**src/rtl/sram_controller.sv**
```systemverilog
// rtl/sram_controller.sv - 32-bit pipeline load/store performed as two 16-bit external SRAM accesses
module sram_controller #(
  parameter int ACCESS_CYCLES = 2
) (
  input  logic        clk,
  input  logic        rst,
  input  logic        mem_read,
  input  logic        mem_write,
  input  logic [31:0] address,
  input  logic [31:0] data,
  output logic [31:0] mem_result,
  output logic        ready,
  output logic [17:0] sram_addr,
  output logic [15:0] sram_wdata,
  input  logic [15:0] sram_rdata,
  output logic        sram_we_n
);

  localparam int CW = (ACCESS_CYCLES > 1) ? $clog2(ACCESS_CYCLES) : 1;
  localparam logic [CW-1:0] LAST = CW'(ACCESS_CYCLES - 1);

  typedef enum logic [1:0] {IDLE, LOW, HIGH, DONE} state_t;

  state_t        state, state_nx;
  logic [CW-1:0] cnt, cnt_nx;
  logic [16:0]   word_idx;
  logic [31:0]   wdata_q;
  logic          op_write;
  logic          req;
  logic          last;

  assign req  = mem_read | mem_write;
  assign last = (cnt == LAST);

  always_ff @(posedge clk or posedge rst) begin
    if (rst) begin
      state <= IDLE;
      cnt   <= '0;
    end else begin
      state <= state_nx;
      cnt   <= cnt_nx;
    end
  end

  // Request is captured once in IDLE; pipeline inputs are don't-care afterwards.
  always_ff @(posedge clk or posedge rst) begin
    if (rst) begin
      word_idx   <= '0;
      wdata_q    <= '0;
      op_write   <= 1'b0;
      mem_result <= '0;
    end else begin
      if (state == IDLE && req) begin
        word_idx <= address[18:2];
        wdata_q  <= data;
        op_write <= mem_write;
      end
      if (state == LOW && last && !op_write)
        mem_result[15:0] <= sram_rdata;
      if (state == HIGH && last && !op_write)
        mem_result[31:16] <= sram_rdata;
    end
  end

  always_comb begin
    state_nx   = state;
    cnt_nx     = cnt;
    ready      = 1'b0;
    sram_addr  = '0;
    sram_wdata = '0;
    sram_we_n  = 1'b1;
    case (state)
      IDLE: begin
        ready = !req;
        if (req) begin
          state_nx = LOW;
          cnt_nx   = '0;
        end
      end
      LOW: begin
        sram_addr = {word_idx, 1'b0};
        if (op_write) begin
          sram_wdata = wdata_q[15:0];
          sram_we_n  = 1'b0;
        end
        if (last) begin
          state_nx = HIGH;
          cnt_nx   = '0;
        end else begin
          cnt_nx = cnt + CW'(1);
        end
      end
      HIGH: begin
        sram_addr = {word_idx, 1'b1};
        if (op_write) begin
          sram_wdata = wdata_q[31:16];
          sram_we_n  = 1'b0;
        end
        if (last) begin
          state_nx = DONE;
          cnt_nx   = '0;
        end else begin
          cnt_nx = cnt + CW'(1);
        end
      end
      DONE: begin
        ready    = 1'b1;
        state_nx = IDLE;
      end
    endcase
  end

endmodule

```
**config.mk**
```make
export PLATFORM = sky130hd
export DESIGN_NAME = sram_controller
export DESIGN_NICKNAME = d
export VERILOG_FILES = /design/src/rtl/sram_controller.sv
export SDC_FILE = /design/constraint.sdc
export NUM_CORES = 1
export LEC_CHECK = 0
export ABC_CLOCK_PERIOD_IN_PS = 3590
export CORE_UTILIZATION = 43
export CTS_CLUSTER_DIAMETER = 120
export CTS_CLUSTER_SIZE = 24
export DETAILED_ROUTE_END_ITERATION = 12
export PLACE_DENSITY = 0.81
export SETUP_SLACK_MARGIN = 0.3
export SLEW_MARGIN = 20
export SYNTH_ARGS = -nofsm -noshare
export SYNTH_HDL_FRONTEND = slang
export SYNTH_SLANG_ARGS = --single-unit
```
**constraint.sdc**
```tcl
create_clock -name clk -period 3.59 [get_ports clk]
set_input_delay 0.718 -clock clk [delete_from_list [all_inputs] [get_ports clk]]
set_output_delay 0.718 -clock clk [all_outputs]
set_load 0.01 [all_outputs]
```
# Yosys cells after proc, flatten, opt, wreduce, memory -nomap -nowiden

Index checks and enable logic that the tools add are counted.

Output and inout port bits: 68
Bits in registers: 85
Input bits: 84
Word-level logic and storage cells: 41

Add/sub/neg operators: 1
Mux-type cells: 14
Reductions and logical operators: 12
Eq/ne operators: 6
Bitwise logic cells: 1

Operator list:

| kind                                                 | count |
|---|---|
| one-hot mux 18 bit (2 select lines)                  | 1 |
| 2-to-1 mux 16 bit                                    | 2 |
| one-hot mux 16 bit (2 select lines)                  | 1 |
| one-hot mux 2 bit (4 select lines)                   | 1 |
| 2-to-1 mux 2 bit                                     | 3 |
| inequality test 2 bit (second input constant)        | 3 |
| logical AND 1 bit                                    | 5 |
| equality test 2 bit (second input constant)          | 2 |
| 2-to-1 mux 1 bit                                     | 4 |
| one-hot mux 1 bit (2 select lines)                   | 2 |
| AND reduction 3 bit                                  | 1 |
| equality test 2 x 1 -> 1 bit (second input constant) | 1 |
| zero test 1 bit                                      | 2 |
| zero test 2 bit                                      | 1 |
| AND reduction 2 bit                                  | 1 |
| nonzero test 2 bit                                   | 1 |
| OR reduction 2 bit                                   | 1 |
| adder 1 bit (second input constant)                  | 1 |
| bitwise OR 1 bit                                     | 1 |

# Logic depth before layout (Yosys ltp)

Depth after elaboration: 4
Mapped depth: 7
Gate-level depth less buffers: 5

# Worst setup path after synthesis

No wires, ideal clock.

Kind: flip-flop to output port
From: register state[0]
To: output sram_wdata[10]
Slack: 1409 ps
Stages on the path, launching flop included: 6
Buffers on the path: 1
Required time: 2872 ps
Arrival: 1463 ps
Cells stage by stage: dfrtp_1 -> inv_1 -> ha_1 -> nand2_1 -> clkbuf_1 -> nor2_1

Word-level cells in the longest chain between the ends: 2
Elaborated cells between the ends (all ways): 3
Classes of those cells: eq/ne: 2; mux: 1

RTL lines:

| item                                                                       | RTL line | text |
|---|---|---|
| from (decl)                                                                | 24       | `state_t state, state_nx;` |
| from (signal assigned)                                                     | 40       | `state <= state_nx;` |
| equality test 2 bit / equality test 2 x 1 -> 1 bit (equally long branches) | 72       | `case (state)` |
| one-hot mux 16 bit (2 select lines) (*)                                    | 72       |  |
| to (decl)                                                                  | 14       | `output logic [15:0] sram_wdata,` |

Mark *: on every way between the ends. The rest lies on a longest branch, timed or not.

# Worst setup path in the final report

From: input mem_write
To: output ready

Word-level cells in the longest chain between the ends: 3

RTL lines:

| item                               | RTL line | text |
|---|---|---|
| from (decl)                        | 8        | `input logic mem_write,` |
| bitwise OR 1 bit                   | 32       | `assign req = mem_read \| mem_write;` |
| zero test 1 bit                    | 74       | `ready = !req;` |
| one-hot mux 1 bit (2 select lines) | 72       |  |
| to (decl)                          | 12       | `output logic ready,` |

Every way passes these cells.

==> results.py <==
metrics = {
    "die": {
        "initial_core_util_pct": 44.4,
        "coreArea_um2": 8180,
        "die_area_um2": 8810,
        "die_x_um": 93.9,
        "std_cell_rows": 33,
        "die_h_um": 93.9,
        "ios": 152,
    },
    "synthesis": {
        "yosys_warnings": 0,
        "synth_top_family_by_area": "multiplexers",
        "yosys.area_share.adder_pct": 2.07,
        "synth_nets": 347,
        "synth.distinct_cells": 23,
        "ys_ff_latch": 85,
        "synth_compound_area_share_pct": 4.24,
        "muxShareOfSynthArea_pct": 25.8,
        "synth_cells": 257,
        "yosysSeqAreaShare_pct": 58.6,
        "syn_area_um2": 3630,
        "synth-xor-area-share_pct": 0,
        "synthSimpleGateAreaFrac_pct": 6.90,
        "avgSynthCellArea_um2": 14.1,
    },
    "global_routing": {
        "grt_pass1_vias": 2674,
        "grt_max_degree": 52,
        "antenna_found_initial": 0,
        "grt_pass1_wl_mm": 13.2,
        "grt_util_all_layers_pct": 19.6,
        "grt-ovfl-total": 0,
    },
    "timing": {
        "finalMaxSlewViolations": 0,
        "fin_skew_ns": 0.0106,
        "max_freq_mhz": 322,
        "fin_setup_tns_ns": 0,
        "worst_pin_slew_ns": 0.693,
        "layout_min_cycle_time_ns": 3.11,
        "slew_headroom_pct": 53.8,
        "setup_violations": 0,
        "hold_viol": 0,
        "rsz0062_at_grt": "false",
        "period_share_pct": 86.5,
    },
    "cts": {
        "clkLatencyLatePin_ns": 0.34,
        "cts.sinks": 85,
        "cts-root-buf": "clkbuf_8",
        "cts_buffers": 9,
        "htreeDepth": 3,
        "cts_tree": "built",
        "cts_setup_buffers": 0,
        "max-clock-path-buffers": 2,
        "path_clk_slew_ns": 0.09,
    },
    "routing": {
        "num_vias": 2480,
        "vias_per_cell": 4.92,
        "drc": 0,
        "avgRoutedWirePerCell_um": 15.7,
        "detail-route-antenna-nets": 0,
        "routed_wirelength_mm": 7.92,
        "drtIter0Drc": 53,
        "dr.pass1.iters": 4,
    },
    "power_and_ir_drop": {
        "p_per_area_nw_per_um2": 894,
        "vdd_drop_max_mv": 0.480,
        "leakagePower_nw": 2.23,
    },
    "min_path": {
        "hp-class": "reg2reg",
    },
    "setup_path": {
        "arrival_ns": 2.39,
        "critical_path.startpoint_type": "input pin",
        "end_kind": "output pin",
        "critical_path_class": "in2out",
        "worstPathRequired_ns": 2.87,
        "cp_max_fo": 3,
    },
    "finish": {
        "syn_to_final_growth_pct": 46.7,
        "fillers": 632,
        "final_net_count": 484,
        "final_cell_area_um2": 5320,
        "diodes": 0,
        "drive_gt1_share_pct": 28.1,
    },
    "placed_design": {
        "dpl-instance-area_um2": 5110,
        "io_buffers": 136,
        "dp_hpwl_mm": 5.62,
        "gp_congestion": 0.749,
    },
    "job": {
        "drv_cap": 0,
    },
    "status": {
        "status": "finished clean",
    },
}
[critical path, cell delays in order]
cell and delay [ns]:
clkdlybuf4s50_1 0.50, or3b_4 0.45, a21oi_1 0.17, clkdlybuf4s50_1 0.55
[placed cells by master (no fill, tap or decap)]
master           synthesis  final
clkdlybuf4s50_1          0    136
dfrtp_1                 85     85
mux2_2                  81     81
nor2_1                  17     17
and2_1                  17     17
a22oi_1                 16     16
clkbuf_8                 0     10
nand2_1                  6      5
ha_1                     6      5
inv_1                    4      3
inv_6                    0      3
clkinv_2                 0      2
nand2_4                  2      2
buf_12                   0      2
nor2b_1                  1      1
or3b_4                   1      1
o21a_2                   1      1
o32a_2                   1      1
o21ai_4                  0      1
nor2b_4                  0      1
nand2_2                  0      1
a21oi_1                  1      1
and2b_2                  1      1
mux2i_1                  1      1
mux2_4                   1      1
ha_2                     0      1
clkinvlp_4               0      1
bufinv_16                0      1
buf_4                    2      1
[kinds of logic after synthesis]
kind of cell / after synthesis
compound gates: 20
fa+ha+maj: 6
buf+inv: 17
flops: 85
mux: 83
simple gates: 46
[worst paths after layout]
check,cells past startpoint,from,slack [ns],end
worst max-delay path,4,mem_write,0.48,ready
worst min-delay path,1,word_idx[9],0.50,word_idx[9]
worst max register to register,5,state[0],1.76,state[1]
worst min register to register,1,word_idx[9],0.50,word_idx[9]
max in group asynchronous,3,rst,2.11,mem_result[17]
min in group asynchronous,2,rst,0.79,mem_result[18]
[routing by layer]
metal | global-route usage (%) | vias up | share of wire, %
li1 | - | 1166 | -
met2 | 33.2 | 84 | 50
met5 | 0 | - | 0
met3 | 8.09 | 4 | 8.6
met4 | 4.62 | 0 | 0.45
met1 | 23.1 | 1226 | 41
[synthesized netlist by cell type]
cell | n | area share [%]
o32a_2 | 1 | 0.31
buf_2 | 5 | 0.69
o21ai_2 | 1 | 0.24
ha_1 | 6 | 2.1
clkbuf_1 | 5 | 0.52
a22oi_1 | 16 | 3.3
nor2b_1 | 1 | 0.17
and2_1 | 17 | 2.9
o21a_2 | 1 | 0.24
or3b_4 | 1 | 0.31
mux2i_1 | 1 | 0.28
dfrtp_1 | 85 | 59
a21oi_1 | 1 | 0.14
and2b_2 | 1 | 0.24
buf_6 | 1 | 0.31
inv_1 | 4 | 0.41
nor2b_2 | 1 | 0.24
nor2_1 | 17 | 1.8
nand2_1 | 6 | 0.62
mux2_4 | 1 | 0.41
buf_4 | 2 | 0.41
nand2_4 | 2 | 0.62
mux2_2 | 81 | 25
[power by group]
| part | total [mW] | internal [mW] | switching (mW) |
|---|---|---|---|
| Combinational | 2.36 | 1.41 | 0.947 |
| Clock | 0.693 | 0.347 | 0.346 |
| Sequential | 1.71 | 1.46 | 0.251 |
| Total | 4.76 | 3.21 | 1.54 |
[area by class of cell]
class | count | area [um2] | share of cell area, %
well taps | 105 | 131 | 2.47
flip-flops and latches | 85 | 2130 | 40.0
repair buffers | 139 | 1410 | 26.5
multi-input cells | 155 | 1430 | 26.9
clock buffers | 10 | 138 | 2.59
inverters | 4 | 16.3 | 0.306
clock inverters | 6 | 68.8 | 1.29
[what timing repair did]
action	CTS	global route
setup endpoints to repair	1	34
hold endpoints to repair	0	0
resized for setup	0	3
hold buffers	0	0
[registers in the layout, indices dropped and copies added, names as in the netlist]
register and flops:
word_idx 17, op_write 1, state 2, mem_result 32, cnt 1, wdata_q 32
[metrics by stage]
step                      hold WS [ns]  total power, mW  std cells  util (%)  setup slack, ns
final                            0.502             4.76        504      65.1            0.484
after global routing             0.516             5.09        504      65.1            0.329
after CTS                        0.507             4.80        504      65.0            0.295
after detailed placement         0.488             4.09        488      62.5            0.508
after global placement           0.478             4.01        488      62.5            0.524
after floorplan                  0.461             3.02        257         -            0.679
No activity file was read; power rests on OpenSTA's default activity.
==> RTL edit 1: new RTL, same flow settings <==
Re-encode `state_t` (4 states) as one-hot, 4 bits wide.
--- a/src/rtl/sram_controller.sv
+++ b/src/rtl/sram_controller.sv
@@ -20,5 +20,5 @@
   localparam logic [CW-1:0] LAST = CW'(ACCESS_CYCLES - 1);
 
-  typedef enum logic [1:0] {IDLE, LOW, HIGH, DONE} state_t;
+  typedef enum logic [3:0] {IDLE = 4'b0001, LOW = 4'b0010, HIGH = 4'b0100, DONE = 4'b1000} state_t;
 
   state_t        state, state_nx;
Check against the original RTL: no difference found for any inputs over 10 cycles, from zero or initial values and one cycle with rst high; not proved beyond that.
==> RTL edit 1 against the original RTL <==
Global-route usage fell by 0.55 points; wire length is 5.8% higher; combinational power decreased by 24%; total power shrank 10%; cell count grew 1.2%; setup slack improved by 0.012 ns; die area is 4.4% higher; final area rose by 1.6%; synthesized area rose by 4.6%; sequential cell count is 2 higher; first-iteration DRC count is 28% higher; critical path type is now reg2out; largest power group is now registers; highest routed layer unchanged.
==> RTL edit 1: results (changes against the original RTL) <==
grt_use_total_pct: 19.04  # -0.55 points
cpPeakStageDelay_ns: 0.59  # +0.04 ns
worstReg2RegStart: "state[0]"
leakage_nw: 2.200  # -1.1%
ir_drop_mv: 0.3923  # -18%
clock_skew_ns: 0.008462  # -0.002146 ns
synth-seq-area-share_pct: 57.42  # -1.2 points
multi_input_area_share_pct: 27.56  # +0.62 points
placed_area_um2: 5220  # +2.2%
reg_top3: "mem_result x32, wdata_q x32, word_idx x17"
layout-drive-gt1-share_pct: 16.05  # -12 points
relSlewSlack_pct: 43.88  # -9.9 points
synth_cell_types: 26  # +13%
dp_hpwl_um: 6033  # +7.3%
critPathLaunch: "state[1]"
drt_iter0_markers: 68  # +28%
ys_ff_latch: 87  # +2.4%
via_count: 2567  # +3.5%
first_pass_iters: 3  # -1
internal_power_mw: 2.935  # -8.7%
r2r_end: "wdata_q[7]"
seqCellArea_um2: 2178  # +2.4%
routed-wl-met2_um: 4483  # +13%
nNetsFinal: 486  # +0.41%
fillers: 675  # +6.8%
status: "complete, no violations"
r2r_slack_ns: 1.17  # -0.59 ns
buffer_area_share_pct: 26.01  # -0.46 points
clk_pin_slew_ns: 0.07  # -0.02 ns
final-clk-cell-share_pct: 3.424  # -0.45 points
nNonClkBuffers: 142  # +2.2%
cp_max_fo: 14  # +11
grt_first_pass_wirelength_um: 13050  # -1.1%
place_congestion: 0.7485  # about the same
multi_input_gates: 158  # +1.9%
wl_met1_um: 3343  # +3.3%
min_from: "word_idx[16]"
async_flop_share_pct: 100.0  # unchanged
grt_start_max_net_pins: 51  # -1.9%
whs_ns: 0.4781  # -0.02426 ns
synth_area_leaders: "dfrtp_1, mux2_1, mux2_2, a22oi_1, nor2b_1"
grt_pass1_vias: 2665  # -0.34%
slowest_stage: "dfrtp_1"
min_to: "word_idx[16]"
totalWireLength_um: 8381  # +5.8%
wl_met3_um: 310  # -55%
reg2reg_depth: 3  # -2
synth_common_cells: "dfrtp_1, mux2_1, mux2_2"
syn-num-nets: 349  # +0.58%
seq_share_pct: 40.28  # +0.33 points
## RTL edit 1: cell types whose count changed in the layout (fill, tap and decap cells not counted), sizes merged, moves of 3 or more
cell / change
buf: +3
o21ai: +4
nor2: -13
inv: -3
nor2b: +16
ha: -6
nand2: -7
nor4b: +3
## RTL edit 1: logic make-up (layout without fill, tap and decap cells)
group / after synthesis / after routing / share of synthesized area [%]
muxes: 83 / 83 / 24.60
DFF: 87 / 87 / 57.42
AOI/OAI and AO/OA: 25 / 25 / 4.452
buffers and inverters: 20 / 160 / 3.496
and+or+nand+nor: 49 / 49 / 9.795
xor gates and xnor gates: 1 / 1 / 0.2309
## RTL edit 1: worst max path at each step
stage / endpoint / slack, ns / cells past startpoint
after global placement: ready / 0.43 / 5
after floorplan: cnt / 0.62 / 1
after global routing: sram_wdata[5] / 0.32 / 5
after detailed placement: ready / 0.44 / 5
after CTS: ready / 0.41 / 5
final: sram_wdata[13] / 0.50 / 5
## RTL edit 1: what timing repair did
item	in CTS	in global routing
setup endpoints to repair	0	1
hold endpoints to repair	0	0
gates resized for setup	0	1
## RTL edit 1: power groups by stage
stage / Combinational, mW / Clock (mW) / Sequential (mW)
5_1_grt: 1.96 / 0.707 / 1.90
2_1_floorplan: 1.02 / 0 / 1.77
4_1_cts: 1.84 / 0.674 / 1.83
3_5_place_dp: 1.83 / 0 / 1.84
6_report: 1.80 / 0.650 / 1.82
3_3_place_gp: 1.78 / 0 / 1.81
## RTL edit 1: routing by layer
metal	vias to the layer above	track usage, %
li1	1206	-
met1	1279	22.56
met2	63	33.69
met3	19	2.528
met4	0	9.826
met5	-	0
## RTL edit 1: metrics by stage
step                std cells  setup WS, ns
detailed placement        496        0.4383
floorplan                 265        0.6235
global placement          496        0.4334
global route              510        0.3220
CTS                       510        0.4130
finish                    510        0.4960
==> RTL edit 2: new RTL, same settings <==
Made on the original files. Set the parameter `ACCESS_CYCLES` to 1 (it was 2).
--- a/src/rtl/sram_controller.sv
+++ b/src/rtl/sram_controller.sv
@@ -1,5 +1,5 @@
 // rtl/sram_controller.sv - 32-bit pipeline load/store performed as two 16-bit external SRAM accesses
 module sram_controller #(
-  parameter int ACCESS_CYCLES = 2
+  parameter int ACCESS_CYCLES = 1
 ) (
   input  logic        clk,
Check against the original RTL: not equivalent (a bounded check fails within 4 cycles, from zero or initial values and one cycle with rst high).
==> RTL edit 2 against the original RTL <==
First-iteration DRC count up 58%; final area up 1.6%; setup slack better by 0.0067 ns; synthesized area up 1.1%; sequential cell count down 1; sequential share of layout area down 1.1 points; total power up 7.1%; wire length down 0.40%; critical path type unchanged; largest power group unchanged.
==> RTL edit 2: results (changes against the original RTL) <==
status: "complete, no violations"
clk_path_buf_depth: 2  # unchanged
via_per_inst: 5.028  # +2.2%
fillers: 635  # +0.47%
r2r_slack_ns: 1.48  # -0.28 ns
layout-drive-gt1-share_pct: 26.28  # -1.8 points
ctsResizeCount: 0  # unchanged
dp_hpwl_um: 5470  # -2.7%
n_antenna_cell: 0  # unchanged
synth_cell_types: 21  # -8.7%
synth-seq-area-share_pct: 57.30  # -1.3 points
clock_skew_ns: 0.008011  # -0.002597 ns
synthAdderAreaFrac_pct: 2.046  # -0.023 points
synth_common_cells: "dfrtp_1, mux2_2, mux2_4"
synth_area_leaders: "dfrtp_1, mux2_2, mux2_4, a22oi_1, and2_1"
arrival_ns: 2.38
leakage_nw: 2.286  # +2.7%
nNetsFinal: 477  # -1.4%
grt_first_pass_wirelength_um: 12490  # -5.4%
min_to: "mem_result[13]"
first_pass_iters: 4  # unchanged
grt_start_max_net_pins: 85  # +63%
cts_root_buf: "clkbuf_8"
min_from: "mem_result[13]"
worstReg2RegStart: "state[0]"
r2r_end: "mem_result[31]"
clk_latency_ns: 0.34  # about the same
grt_use_total_pct: 18.52  # -1.1 points
cp_max_fo: 4  # +1
place_congestion: 0.6936  # -7.4%
drt_iter0_markers: 84  # +58%
ir_drop_mv: 0.4527  # -5.6%
syn-num-nets: 342  # -1.4%
synth_compound_area_share_pct: 4.229  # -0.012 points
yosys-mux-area-fraction_pct: 27.32  # +1.5 points
tightest_slew_ns: 0.8015  # +0.1089 ns
totalWireLength_um: 7886  # -0.40%
reg2reg_depth: 5  # unchanged
grt_pass1_vias: 2562  # -4.2%
post_cts_buffers: 0  # unchanged
whs_ns: 0.4984  # -0.004028 ns
RTL edit 2: area by class of cell:
class | instances | share of cell area (%)
flip-flops and latches | 84 | 38.85
multi-input cells | 149 | 26.94
repair buffers | 139 | 26.04
clock inverters | 7 | 3.145
well taps | 105 | 2.428
clock buffers | 9 | 2.290
inverters | 4 | 0.3006
RTL edit 2: worst max path at each step:
stage                    from             end  slack (ns)  cells past startpoint
global placement    mem_write           ready        0.50                      4
finish              mem_write           ready        0.49                      4
floorplan                 rst   mem_result[0]        0.71                      1
CTS                  state[0]  sram_wdata[15]        0.33                      5
global route         state[0]           ready        0.37                      5
detailed placement  mem_write           ready        0.48                      4
RTL edit 2: worst max-delay path: stages:
cell and delay, ns:
clkdlybuf4s50_1 0.50, or3b_1 0.45, a21oi_1 0.16, clkdlybuf4s50_1 0.56
RTL edit 2: power breakdown:
group | switching (mW) | internal (mW)
Combinational | 0.955 | 1.48
Clock | 0.344 | 0.610
Sequential | 0.260 | 1.44
Total | 1.56 | 3.54
RTL edit 2: cell families after synthesis:
family                   count (synthesis)
buffers and inverters                   19
adder cells (fa/ha/maj)                  6
flip-flops                              84
AO/OA/AOI/OAI                           21
multiplexers                            82
AND/OR/NAND/NOR                         40
RTL edit 2: stage by stage:
| stage | instances | setup WS [ns] | total power, mW | utilization, % | area [µm²] |
|---|---|---|---|---|---|
| 2_1_floorplan | 252 | 0.7069 | 3.119 | - | 3669 |
| 3_3_place_gp | 481 | 0.5046 | 4.094 | 62.19 | 5110 |
| 3_5_place_dp | 481 | 0.4754 | 4.179 | 62.19 | 5110 |
| 4_1_cts | 497 | 0.3272 | 5.153 | 65.77 | 5404 |
| 5_1_grt | 497 | 0.3704 | 5.410 | 65.84 | 5410 |
| 6_report | 497 | 0.4904 | 5.095 | 65.84 | 5410 |
RTL edit 2: layer usage:
| metal | global-route usage [%] | wire (µm) | vias to the layer above |
|---|---|---|---|
| li1 | - | - | 1144 |
| met1 | 22.58 | 3370 | 1257 |
| met2 | 31.70 | 3853 | 88 |
| met3 | 4.750 | 566 | 10 |
| met4 | 6.538 | 96 | 0 |
| met5 | 0 | 0 | - |
